[config.mk]
export PLATFORM = sky130hd
export DESIGN_NAME = uart_frame_parser
export DESIGN_NICKNAME = d
export VERILOG_FILES = /design/src/rtl/uart_frame_parser.sv
export SDC_FILE = /design/constraint.sdc
export NUM_CORES = 1
export LEC_CHECK = 0
export CORE_ASPECT_RATIO = 1.4
export CORE_UTILIZATION = 47
export DETAILED_ROUTE_END_ITERATION = 8
export PLACE_DENSITY = 0.74
export SYNTH_ARGS = -nofsm -noshare
export SYNTH_HDL_FRONTEND = slang
export SYNTH_SLANG_ARGS = --single-unit
[constraint.sdc]
create_clock -name clk -period 3.55 [get_ports clk]
set_clock_uncertainty 0.05 [all_clocks]
set_input_delay 0.71 -clock clk [delete_from_list [all_inputs] [get_ports clk]]
set_output_delay 0.71 -clock clk [all_outputs]
set_load 0.01 [all_outputs]
[src/rtl/uart_frame_parser.sv]
// -----------------------------------------------------------------------------
// uart_frame_parser
//
// Purpose:
//   Sits behind a UART receiver and extracts framed packets of the form
//     SYNC, LEN, LEN payload bytes, CHECKSUM
//   The checksum is the 8-bit sum of LEN and all payload bytes. Payloads are
//   buffered and only streamed out once the checksum has been confirmed, so a
//   consumer never sees bytes from a corrupt frame. Framing problems are
//   reported as one-cycle error pulses.
//
// Ports:
//   clk           in   system clock
//   rst_n         in   asynchronous active-low reset
//   byte_valid    in   one-cycle strobe from the UART receiver (no backpressure)
//   byte_in[7:0]  in   received byte, meaningful when byte_valid=1
//   out_valid     out  payload byte available
//   out_ready     in   consumer ready
//   out_data[7:0] out  payload byte
//   out_last      out  final payload byte of the frame
//   err_len       out  pulse: LEN was 0 or above MAX_LEN
//   err_checksum  out  pulse: checksum mismatch
//   err_timeout   out  pulse: mid-frame silence exceeded the timeout
//   err_overrun   out  pulse: byte arrived (and was dropped) while draining
//   frame_count   out  good-frame counter, wraps at 2^16
//
// Handshake: a payload byte transfers on every rising clk edge where
// out_valid && out_ready. Once out_valid is raised, out_data/out_last stay
// stable and out_valid stays high until that transfer happens.
// -----------------------------------------------------------------------------
module uart_frame_parser #(
    parameter int         INPUT_CLOCK_FREQ = 100_000_000,
    parameter int         BAUD_RATE        = 9600,
    parameter int         TIMEOUT_BITS     = 20,
    parameter logic [7:0] SYNC_BYTE        = 8'hA5,
    parameter int         MAX_LEN          = 16
) (
    input  logic        clk,
    input  logic        rst_n,
    input  logic        byte_valid,
    input  logic [7:0]  byte_in,
    output logic        out_valid,
    input  logic        out_ready,
    output logic [7:0]  out_data,
    output logic        out_last,
    output logic        err_len,
    output logic        err_checksum,
    output logic        err_timeout,
    output logic        err_overrun,
    output logic [15:0] frame_count
);

    localparam int TIMEOUT_CYCLES = (INPUT_CLOCK_FREQ / BAUD_RATE) * TIMEOUT_BITS;
    localparam int TW             = (TIMEOUT_CYCLES > 1) ? $clog2(TIMEOUT_CYCLES) : 1;
    localparam int IW             = $clog2(MAX_LEN + 1);
    // Buffer is sized to the full index range so idx+1 lookahead reads are
    // always in bounds.
    localparam int DEPTH          = 1 << IW;
    localparam logic [TW-1:0] TO_LAST   = TW'(TIMEOUT_CYCLES - 1);
    localparam logic [7:0]    MAX_LEN_B = 8'(MAX_LEN);

    typedef enum logic [2:0] {
        S_HUNT    = 3'd0,
        S_LEN     = 3'd1,
        S_PAYLOAD = 3'd2,
        S_CSUM    = 3'd3,
        S_DRAIN   = 3'd4
    } state_t;

    state_t        r_state, w_state_nxt;
    logic [IW-1:0] r_len, w_len_nxt;
    logic [IW-1:0] r_idx, w_idx_nxt;
    logic [7:0]    r_sum, w_sum_nxt;
    logic [TW-1:0] r_to_cnt, w_to_cnt_nxt;
    logic          r_out_valid, w_out_valid_nxt;
    logic [7:0]    r_out_data, w_out_data_nxt;
    logic          r_out_last, w_out_last_nxt;
    logic          r_err_len, w_err_len_nxt;
    logic          r_err_checksum, w_err_checksum_nxt;
    logic          r_err_timeout, w_err_timeout_nxt;
    logic          r_err_overrun, w_err_overrun_nxt;
    logic [15:0]   r_frame_count, w_frame_count_nxt;

    logic          w_buf_we;
    logic [IW-1:0] w_idx_inc;
    logic          w_in_frame;
    logic [7:0]    r_buf [0:DEPTH-1];

    assign w_idx_inc  = r_idx + 1'b1;
    assign w_in_frame = (r_state == S_LEN) || (r_state == S_PAYLOAD) || (r_state == S_CSUM);

    // Payload storage; contents are don't-care after reset, so no reset here.
    always_ff @(posedge clk) begin
        if (w_buf_we) begin
            r_buf[r_idx] <= byte_in;
        end
    end

    always_ff @(posedge clk or negedge rst_n) begin
        if (!rst_n) begin
            r_state        <= S_HUNT;
            r_len          <= '0;
            r_idx          <= '0;
            r_sum          <= '0;
            r_to_cnt       <= '0;
            r_out_valid    <= 1'b0;
            r_out_data     <= '0;
            r_out_last     <= 1'b0;
            r_err_len      <= 1'b0;
            r_err_checksum <= 1'b0;
            r_err_timeout  <= 1'b0;
            r_err_overrun  <= 1'b0;
            r_frame_count  <= '0;
        end else begin
            r_state        <= w_state_nxt;
            r_len          <= w_len_nxt;
            r_idx          <= w_idx_nxt;
            r_sum          <= w_sum_nxt;
            r_to_cnt       <= w_to_cnt_nxt;
            r_out_valid    <= w_out_valid_nxt;
            r_out_data     <= w_out_data_nxt;
            r_out_last     <= w_out_last_nxt;
            r_err_len      <= w_err_len_nxt;
            r_err_checksum <= w_err_checksum_nxt;
            r_err_timeout  <= w_err_timeout_nxt;
            r_err_overrun  <= w_err_overrun_nxt;
            r_frame_count  <= w_frame_count_nxt;
        end
    end

    always_comb begin
        w_state_nxt        = r_state;
        w_len_nxt          = r_len;
        w_idx_nxt          = r_idx;
        w_sum_nxt          = r_sum;
        w_to_cnt_nxt       = r_to_cnt;
        w_out_valid_nxt    = r_out_valid;
        w_out_data_nxt     = r_out_data;
        w_out_last_nxt     = r_out_last;
        w_err_len_nxt      = 1'b0;
        w_err_checksum_nxt = 1'b0;
        w_err_timeout_nxt  = 1'b0;
        w_err_overrun_nxt  = 1'b0;
        w_frame_count_nxt  = r_frame_count;
        w_buf_we           = 1'b0;

        // Inter-byte silence tracking while a frame is being collected. A byte
        // on the expiry cycle takes priority and is handled in the case below.
        if (w_in_frame && !byte_valid) begin
            if (r_to_cnt == TO_LAST) begin
                w_err_timeout_nxt = 1'b1;
                w_state_nxt       = S_HUNT;
                w_to_cnt_nxt      = '0;
            end else begin
                w_to_cnt_nxt = r_to_cnt + 1'b1;
            end
        end

        case (r_state)
            S_HUNT: begin
                if (byte_valid && (byte_in == SYNC_BYTE)) begin
                    w_state_nxt  = S_LEN;
                    w_to_cnt_nxt = '0;
                end
            end

            S_LEN: begin
                if (byte_valid) begin
                    w_to_cnt_nxt = '0;
                    if ((byte_in == 8'd0) || (byte_in > MAX_LEN_B)) begin
                        w_err_len_nxt = 1'b1;
                        w_state_nxt   = S_HUNT;
                    end else begin
                        w_len_nxt   = byte_in[IW-1:0];
                        w_sum_nxt   = byte_in;
                        w_idx_nxt   = '0;
                        w_state_nxt = S_PAYLOAD;
                    end
                end
            end

            S_PAYLOAD: begin
                if (byte_valid) begin
                    w_to_cnt_nxt = '0;
                    w_buf_we     = 1'b1;
                    w_sum_nxt    = r_sum + byte_in;
                    w_idx_nxt    = w_idx_inc;
                    if (w_idx_inc == r_len) begin
                        w_state_nxt = S_CSUM;
                    end
                end
            end

            S_CSUM: begin
                if (byte_valid) begin
                    w_to_cnt_nxt = '0;
                    if (byte_in == r_sum) begin
                        // Present the first payload byte straight away.
                        w_frame_count_nxt = r_frame_count + 16'd1;
                        w_idx_nxt         = '0;
                        w_out_valid_nxt   = 1'b1;
                        w_out_data_nxt    = r_buf[0];
                        w_out_last_nxt    = (r_len == IW'(1));
                        w_state_nxt       = S_DRAIN;
                    end else begin
                        w_err_checksum_nxt = 1'b1;
                        w_state_nxt        = S_HUNT;
                    end
                end
            end

            S_DRAIN: begin
                // No capture while draining: every incoming byte is lost.
                if (byte_valid) begin
                    w_err_overrun_nxt = 1'b1;
                end
                if (r_out_valid && out_ready) begin
                    if (r_out_last) begin
                        w_out_valid_nxt = 1'b0;
                        w_out_last_nxt  = 1'b0;
                        w_state_nxt     = S_HUNT;
                    end else begin
                        w_idx_nxt      = w_idx_inc;
                        w_out_data_nxt = r_buf[w_idx_inc];
                        w_out_last_nxt = (w_idx_inc == (r_len - 1'b1));
                    end
                end
            end

            default: begin
                w_state_nxt = S_HUNT;
            end
        endcase
    end

    assign out_valid    = r_out_valid;
    assign out_data     = r_out_data;
    assign out_last     = r_out_last;
    assign err_len      = r_err_len;
    assign err_checksum = r_err_checksum;
    assign err_timeout  = r_err_timeout;
    assign err_overrun  = r_err_overrun;
    assign frame_count  = r_frame_count;

endmodule

Yosys cells after proc, flatten, opt, wreduce, memory -nomap -nowiden. Memories as Yosys holds them, arrays and structs flattened. Index checks and enable logic that the tools add are counted.

$add $sub $neg: 5. $mul: 0. Div/mod/pow operators: 0. Magnitude comparators: 1. Equal/unequal tests: 18. Shifts and indexed selects: 0. Multiplexer cells: 57. Bitwise gates (word level): 1. Reductions and logical operators: 20.

Operators with widths (count): $mux 18 (4); $mux 8 (7); $pmux 18 s2 (1); $mux 5 (7); $pmux 8 s2 (2); $mux 3 (10); $mux 1 (21); $pmux 5 s4 (1); $add 18x1->18 const B (1); $eq 18x18->1 const B (1); $add 16x1->16 const B (1); $pmux 3 s5 (1); $ne 2x2->1 const B (7); $eq 5x5->1 (2); $reduce_and 5->1 (2); $add 8x8->8 (1); $eq 8x8->1 (1); $eq 8x8->1 const B (1); $gt 8x5->1 const B (1); $logic_not 8->1 (1); $reduce_and 4->1 (2); $reduce_and 8->1 (1); $eq 3x2->1 const B (2); $reduce_and 3->1 (2); other kinds (16) (22).

Register bits after elaboration: 69. Bits in latches: 0. RAM bits: 256. Memory bits (read-only): 0. Logic and storage cells: 116. Memories kept: 1.

Memory list: r_buf (words 32, width 8, rd ports 2, clocked after Yosys merged registers in 0, write ports 1, line 87) `logic [7:0] r_buf [0:DEPTH-1];`.

Logic depth before layout (Yosys ltp). Gate-level depths: netlist of run 1.

Depth after elaboration: 8. Gate-level depth with buffers: 13. Depth with buffers taken out: 9.

Worst setup path before layout of run 1. Ideal clock, no wire load.

Kind: input to register. Start: in byte_in[5]. End: reg r_frame_count[9], in the netlist frame_count[9]. Setup time: 126 ps. Data arrival time: 2778 ps. Data required time: 3374 ps. Setup slack: 596 ps. Cell stages on the path: 9. Path buffers: 2. Cell sequence: ha_1 > or4_1 > or4_1 > buf_6 > nor2_4 > and4_1 > buf_6 > nand4_4 > xnor2_2.

Word-level cells in the longest chain between the ends: 2.

RTL lines: start, declared (line 41) `input logic [7:0] byte_in,`; $eq 8x8->1 (line 197) `if (byte_in == r_sum) begin`; $reduce_and 3->1 (no line); end signal, assigned (line 127) `r_frame_count <= w_frame_count_nxt;`; end, declared (line 82) `logic [15:0] r_frame_count, w_frame_count_nxt;`.

Every way passes these cells. A chain may end at the register's enable or synchronous reset.

Worst setup path after layout of run 1.
Start: reg r_idx[0]. End: reg r_out_data[2], in the netlist out_data[2].

Word-level cells in the longest chain between the ends: 5.

RTL lines: start, declared (line 72) `logic [IW-1:0] r_idx, w_idx_nxt;`; start signal, assigned (line 117) `r_idx <= w_idx_nxt;`; $add 5x1->5 (line 89) `assign w_idx_inc = r_idx + 1'b1;`; $mem_v2 32x8; $mux 8 (line 218) `if (r_out_last) begin`; $mux 8 (line 217) `if (r_out_valid && out_ready) begin`; $pmux 8 s2 (line 159) `case (r_state)`; end signal, assigned (line 121) `r_out_data <= w_out_data_nxt;`; end, declared (line 76) `logic [7:0] r_out_data, w_out_data_nxt;`.

Every way passes these cells. The select of a mux whose other input is x is not followed.

==> results.toml, run 1 <==
[synthesis]
synth_cells = 871
synthesis.nets = 899
synth.ff_latch_count = 325
syn_avg_cell_area_sq_um = 16.1
synth_enable_flop_cells = 256
dominantRegCellSynth = "sky130_fd_sc_hd__edfxtp_1"
yosysSeqAreaShare_pct = 67.2
synthesis.area_sq_mm = 0.0140
yosys_warnings = 0
netlist-cell-type-count = 66
asyncSetResetFlopFracSynth_pct = 21.2

[drt]
total_via_count_after_detailed_routing = 7930
postRouteAntennaNets = 0
via_per_inst = 5.73
drtIter0Drc = 529
detail_route.first_pass.iterations = 5
finalWirelength_um = 30500
detail_route.drc_violations = 0
routed_wire_length_per_instance_um = 22.0

[timing]
worstMarginPinSlew_ps = 1070
finalCriticalPeriod_ps = 3450
max_freq_mhz = 290
postLayoutSetupSlackWorst_ps = 97.0
setup_viol = 0
final_hold_viol_count = 0
final.hold.worst_slack_ps = 238
rsz0062_at_grt = "no"
max_slew_margin_pct = 26.6
final-max-slew-violation-count = 0
fin_crit_share_pct = 97.3

[finish]
layout.cells.most_common_list = "sky130_fd_sc_hd__edfxtp_1, sky130_fd_sc_hd__nor2_1, sky130_fd_sc_hd__buf_4, sky130_fd_sc_hd__dfrtp_1, sky130_fd_sc_hd__mux4_2"
area.growth.synth_to_final_pct = 16.2
drive_gt1_share_pct = 22.1
layout_commonest_cell = "sky130_fd_sc_hd__edfxtp_1"
finalNetCount = 1011
fin_cells = 1383
n_antenna_cell = 0
fin_area_sq_mm = 0.0163

[placement]
gp_congestion = 0.834
place_hpwl_um = 20300
post_place_setup_slack_ps = -155
placed_cells = 1331
dpl_cell_area_sq_mm = 0.0153
place.port_buffers = 41

[worst_setup_path]
end_kind = "flop"
crit_fanout = 20
timing_worst_setup_path_type = "flop to flop"
arrival_ps = 3870
required_ps = 3970
worstSetupStartpointType = "flop"

[global_route]
largest_net_degree_at_the_start_of_global_routing = 70
number_of_antenna_violations_at_the_first_check_in_global_routing = 0
track_usage_pct = 20.7
vias_in_the_first_global_route = 8197
grt_pass1_wl_um = 46800
global_route.overflow_total = 0

[cts]
cts_inserted_buffers = 30
numClockSinks = 325
post-cts-setup-buffers = 0
hold_buffers = 0
clk_pin_slew_worst_paths_ps = 60
worst_skew_pair.late_latency_ps = 560
tritoncts_clock_tree = "built"
cts_htree_levels = 1
post_cts_resize_count = 0
max-clock-path-buffers = 3
clock_tree.root_cell = "sky130_fd_sc_hd__clkbuf_16"

[run_status]
outcome = "completed"

[floorplanning]
die_x_um = 148
core_region_area_sq_mm = 0.0293
top_level_pins = 42
core.rowCount = 74
initial_standard_cell_utilization_of_the_core_pct = 47.9
design.die.area_sq_mm = 0.0305
die_y_um = 206

[min_path]
hold_path.class = "primary input to async pin"

[power]
power.ir.vdd_worst_mv = 0.373
p_leak_nw = 5.66
cellPowerDensity_mw_per_mm2 = 529
power.total_mw = 8.62

[flow_run]
max_cap_viol_count = 0
state kept, by name (all words and copies together), names as in the netlist:
signal	count
r_state	3
err_len	1
r_to_cnt	18
out_valid	1
r_idx	5
err_overrun	1
err_timeout	1
frame_count	16
r_sum	8
err_checksum	1
r_buf	256
out_data	8
out_last	1
r_len	5
stage by stage:
step | setup TNS, ps | utilization (%)
2_1_floorplan | 0 | -
3_3_place_gp | -2430 | 52.3
3_5_place_dp | -2490 | 52.3
4_1_cts | 0 | 55.6
5_1_grt | 0 | 55.6
6_report | 0 | 55.6
report_power, final:
part | internal (mW) | switching (mW) | leakage (nW) | total (mW)
Sequential | 4.13 | 0.0404 | 3.23 | 4.17
Clock | 1.87 | 1.36 | 0.478 | 3.23
Combinational | 0.576 | 0.638 | 1.95 | 1.21
Total | 6.58 | 2.04 | 5.66 | 8.62
cell type report:
type / count / area (sq um)
clock buffer: 34 / 787
clock inverter: 18 / 195
fill: 2319 / 13000
inverter: 20 / 75.1
multi-input combinational: 489 / 4320
sequential: 325 / 9420
tap: 380 / 475
timing repair buffer: 117 / 1000
cells in the mapped netlist (4+ instances only):
cell type / count / area share, %
sky130_fd_sc_hd__mux2_2: 22 / 1.8
sky130_fd_sc_hd__nand4_1: 5 / 0.22
sky130_fd_sc_hd__buf_4: 9 / 0.48
sky130_fd_sc_hd__nand2b_1: 7 / 0.31
sky130_fd_sc_hd__a21oi_1: 29 / 1.0
sky130_fd_sc_hd__xnor2_1: 31 / 1.9
sky130_fd_sc_hd__mux2i_1: 21 / 1.5
sky130_fd_sc_hd__o211ai_1: 4 / 0.21
sky130_fd_sc_hd__o21a_1: 5 / 0.27
sky130_fd_sc_hd__nor3_1: 13 / 0.46
sky130_fd_sc_hd__nand3_1: 16 / 0.57
sky130_fd_sc_hd__or3_1: 4 / 0.18
sky130_fd_sc_hd__dfrtp_1: 69 / 12
sky130_fd_sc_hd__nand2_1: 40 / 1.1
sky130_fd_sc_hd__nor2_1: 77 / 2.1
sky130_fd_sc_hd__nand3b_1: 7 / 0.38
sky130_fd_sc_hd__and3_1: 8 / 0.36
sky130_fd_sc_hd__nor4b_1: 5 / 0.31
sky130_fd_sc_hd__buf_2: 10 / 0.36
sky130_fd_sc_hd__nor4_1: 5 / 0.22
sky130_fd_sc_hd__o21ai_1: 4 / 0.14
sky130_fd_sc_hd__clkbuf_1: 13 / 0.35
sky130_fd_sc_hd__a211oi_1: 8 / 0.43
sky130_fd_sc_hd__inv_1: 20 / 0.54
sky130_fd_sc_hd__xor2_1: 12 / 0.75
sky130_fd_sc_hd__nor2b_1: 11 / 0.49
sky130_fd_sc_hd__mux4_2: 64 / 10
sky130_fd_sc_hd__o21ai_0: 25 / 0.89
sky130_fd_sc_hd__ha_1: 15 / 1.3
sky130_fd_sc_hd__a2111oi_0: 8 / 0.50
sky130_fd_sc_hd__edfxtp_1: 256 / 55
metal layers:
layer	wire length, um	vias to the layer above	track usage, %	share of wire [%]
li1	-	3580	-	-
met1	11400	4028	24.3	37
met2	16300	267	37.6	53
met3	1820	55	3.66	6.0
met4	960	0	8.25	3.2
met5	0	-	0	0
critical path, cell delays in order (launching register included):
cell,delay [ps]
sky130_fd_sc_hd__dfrtp_4,590
sky130_fd_sc_hd__ha_1,310
sky130_fd_sc_hd__xor2_4,580
sky130_fd_sc_hd__buf_4,390
sky130_fd_sc_hd__a211oi_1,180
sky130_fd_sc_hd__a2111oi_0,870
sky130_fd_sc_hd__mux2i_1,180
sky130_fd_sc_hd__o21ai_0,210
cell families (layout without fill, tap and decap cells):
kind of cell    after synthesis  after routing  share of synthesized area (%)
xor+xnor                     46             46                           3.08
buf+inv                      57            189                           2.02
flops                       325            325                           67.2
compound gates              100            100                           4.56
mux                         107            107                           13.6
fa+ha+maj                    16             16                           1.48
simple gates                220            220                           8.06
worst paths after layout:
kind | startpoint | endpoint | slack [ps] | cells after the start
max | r_idx[0] | out_data[2] | 100 | 7
min | rst_n | frame_count[11] | 240 | 1
max reg2reg | r_idx[0] | out_data[2] | 100 | 7
min reg2reg | frame_count[15] | frame_count[15] | 430 | 1
max in group asynchronous | rst_n | r_idx[0] | 2560 | 1
min in group clk | frame_count[15] | frame_count[15] | 430 | 1
Note: power is estimated with default switching activity, not from simulation.
==> run 2, diff against run 1 <==
Settings changed: PLACE_DENSITY 0.74 to unset.
==> results.toml, run 2 (same netlist as run 1, synthesis figures left out) <==
[timing]
worstMarginPinSlew_ps = 624
setup_total_negative_slack_ps = 0
max_slew_margin_pct = 57.3
final.hold.worst_slack_ps = 62.3
fin_crit_share_pct = 88.5
setup_viol = 0
final_hold_viol_count = 0
max_freq_mhz = 318
final-max-slew-violation-count = 0
finalCriticalPeriod_ps = 3140
rsz0062_at_grt = "no"

[finish]
drive_gt1_share_pct = 22.3
regMostFlops = "r_buf"
layout_commonest_cell = "sky130_fd_sc_hd__edfxtp_1"
fin_cells = 1384
max_reg_flops = 256
n_fill_cell = 2397
finalNetCount = 1008
utilization_pct = 55.7
area.growth.synth_to_final_pct = 16.3
n_antenna_cell = 0
layout.cells.most_common_list = "sky130_fd_sc_hd__edfxtp_1, sky130_fd_sc_hd__nor2_1, sky130_fd_sc_hd__buf_4, sky130_fd_sc_hd__dfrtp_1, sky130_fd_sc_hd__mux4_2"

[placement]
place_hpwl_um = 21000
place.port_buffers = 41
gp_congestion = 0.924
placed_cells = 1328

[drt]
via_per_inst = 5.65
total_via_count_after_detailed_routing = 7823
routed_wire_length_per_instance_um = 23.1
postRouteAntennaNets = 0
drtIter0Drc = 484
detail_route.first_pass.iterations = 5
detail_route.drc_violations = 0
finalWirelength_um = 32000

[global_route]
global_route.overflow_total = 0
vias_in_the_first_global_route = 8128
grt_pass1_wl_um = 48700
largest_net_degree_at_the_start_of_global_routing = 53
number_of_antenna_violations_at_the_first_check_in_global_routing = 0
track_usage_pct = 21.7

[cts]
tritoncts_clock_tree = "built"
clk_pin_slew_worst_paths_ps = 60
cts_htree_levels = 1
worst_skew_pair.late_latency_ps = 560
post_cts_resize_count = 0
max-clock-path-buffers = 3
clock_tree.root_cell = "sky130_fd_sc_hd__clkbuf_16"
cts_inserted_buffers = 30
numClockSinks = 325
post-cts-setup-buffers = 0
hold_buffers = 0

[min_path]
hold_path.class = "primary input to async pin"

[floorplanning]
die_y_um = 206
core.rowCount = 74
initial_standard_cell_utilization_of_the_core_pct = 47.9
design.die.area_sq_mm = 0.0305
core_region_area_sq_mm = 0.0293
top_level_pins = 42
die_x_um = 148

[worst_setup_path]
worstSetupStartpointType = "primary input"
rrSetupSlack_ps = 510
crit_fanout = 6
timing_worst_setup_path_type = "primary input to flop"
end_kind = "flop"
arrival_ps = 3540
required_ps = 3950

[run_status]
outcome = "completed"

[power]
power.ir.vdd_worst_mv = 0.431
cellPowerDensity_mw_per_mm2 = 532
power.total_mw = 8.66
p_leak_nw = 5.66

[flow_run]
max_cap_viol_count = 0
run 2: cell types whose count changed in the layout (fill, tap and decap cells not counted), sizes merged:
| cell | change |
|---|---|
| buf | -3 |
| clkbuf | +2 |
| clkinvlp | +2 |
run 2: per-layer routing:
layer	wire, um	track usage, %	part of all wire, %	vias to the layer above
met4	1130	8.58	3.5	0
li1	-	-	-	3586
met2	16300	37.5	51	170
met1	13400	28.1	42	4010
met3	1060	2.38	3.3	57
met5	0	0	0	-
run 2: final timing paths:
path	startpoint	to	cells past startpoint
worst max-delay path	byte_in[4]	frame_count[9]	9
worst min-delay path	rst_n	out_data[3]	1
worst max register to register	r_idx[0]	out_data[3]	8
worst min register to register	frame_count[15]	frame_count[15]	1
max in group asynchronous	rst_n	r_to_cnt[5]	2
min in group clk	frame_count[15]	frame_count[15]	1
run 2: where the power goes:
part / total, mW / leakage [nW] / internal (mW) / switching (mW)
logic: 1.21 / 1.94 / 0.572 / 0.639
registers: 4.16 / 3.23 / 4.13 / 0.0355
clock network: 3.29 / 0.487 / 1.89 / 1.39
run 2: area by class of cell:
class / instances / area, sq um / share of cell area [%]
Sequential cell: 325 / 9420 / 57.8
Tap cell: 380 / 475 / 2.92
Multi-Input combinational cell: 489 / 4330 / 26.6
Inverter: 20 / 75.1 / 0.461
Timing Repair Buffer: 114 / 981 / 6.02
Clock buffer: 36 / 795 / 4.88
Clock inverter: 20 / 214 / 1.31
run 2: through the flow:
step	cell area, sq um	worst slack (ps)
2_1_floorplan	14000	596
3_3_place_gp	15300	-152
3_5_place_dp	15300	-162
4_1_cts	16300	414
5_1_grt	16300	283
6_report	16300	408
run 2: worst max-delay path: stages:
cell and delay (ps):
sky130_fd_sc_hd__clkdlybuf4s50_1 510, sky130_fd_sc_hd__ha_1 400, sky130_fd_sc_hd__or3_2 500, sky130_fd_sc_hd__or4_1 630
sky130_fd_sc_hd__nor2_4 150, sky130_fd_sc_hd__and4_1 200, sky130_fd_sc_hd__buf_4 160, sky130_fd_sc_hd__nand4_4 120
sky130_fd_sc_hd__xnor2_2 150
==> run 3, diff against run 2 <==
Settings changed: CAP_MARGIN set to 30.
==> results of run 3 <==
Final layout, timing and power as in run 2 (identical DEF).
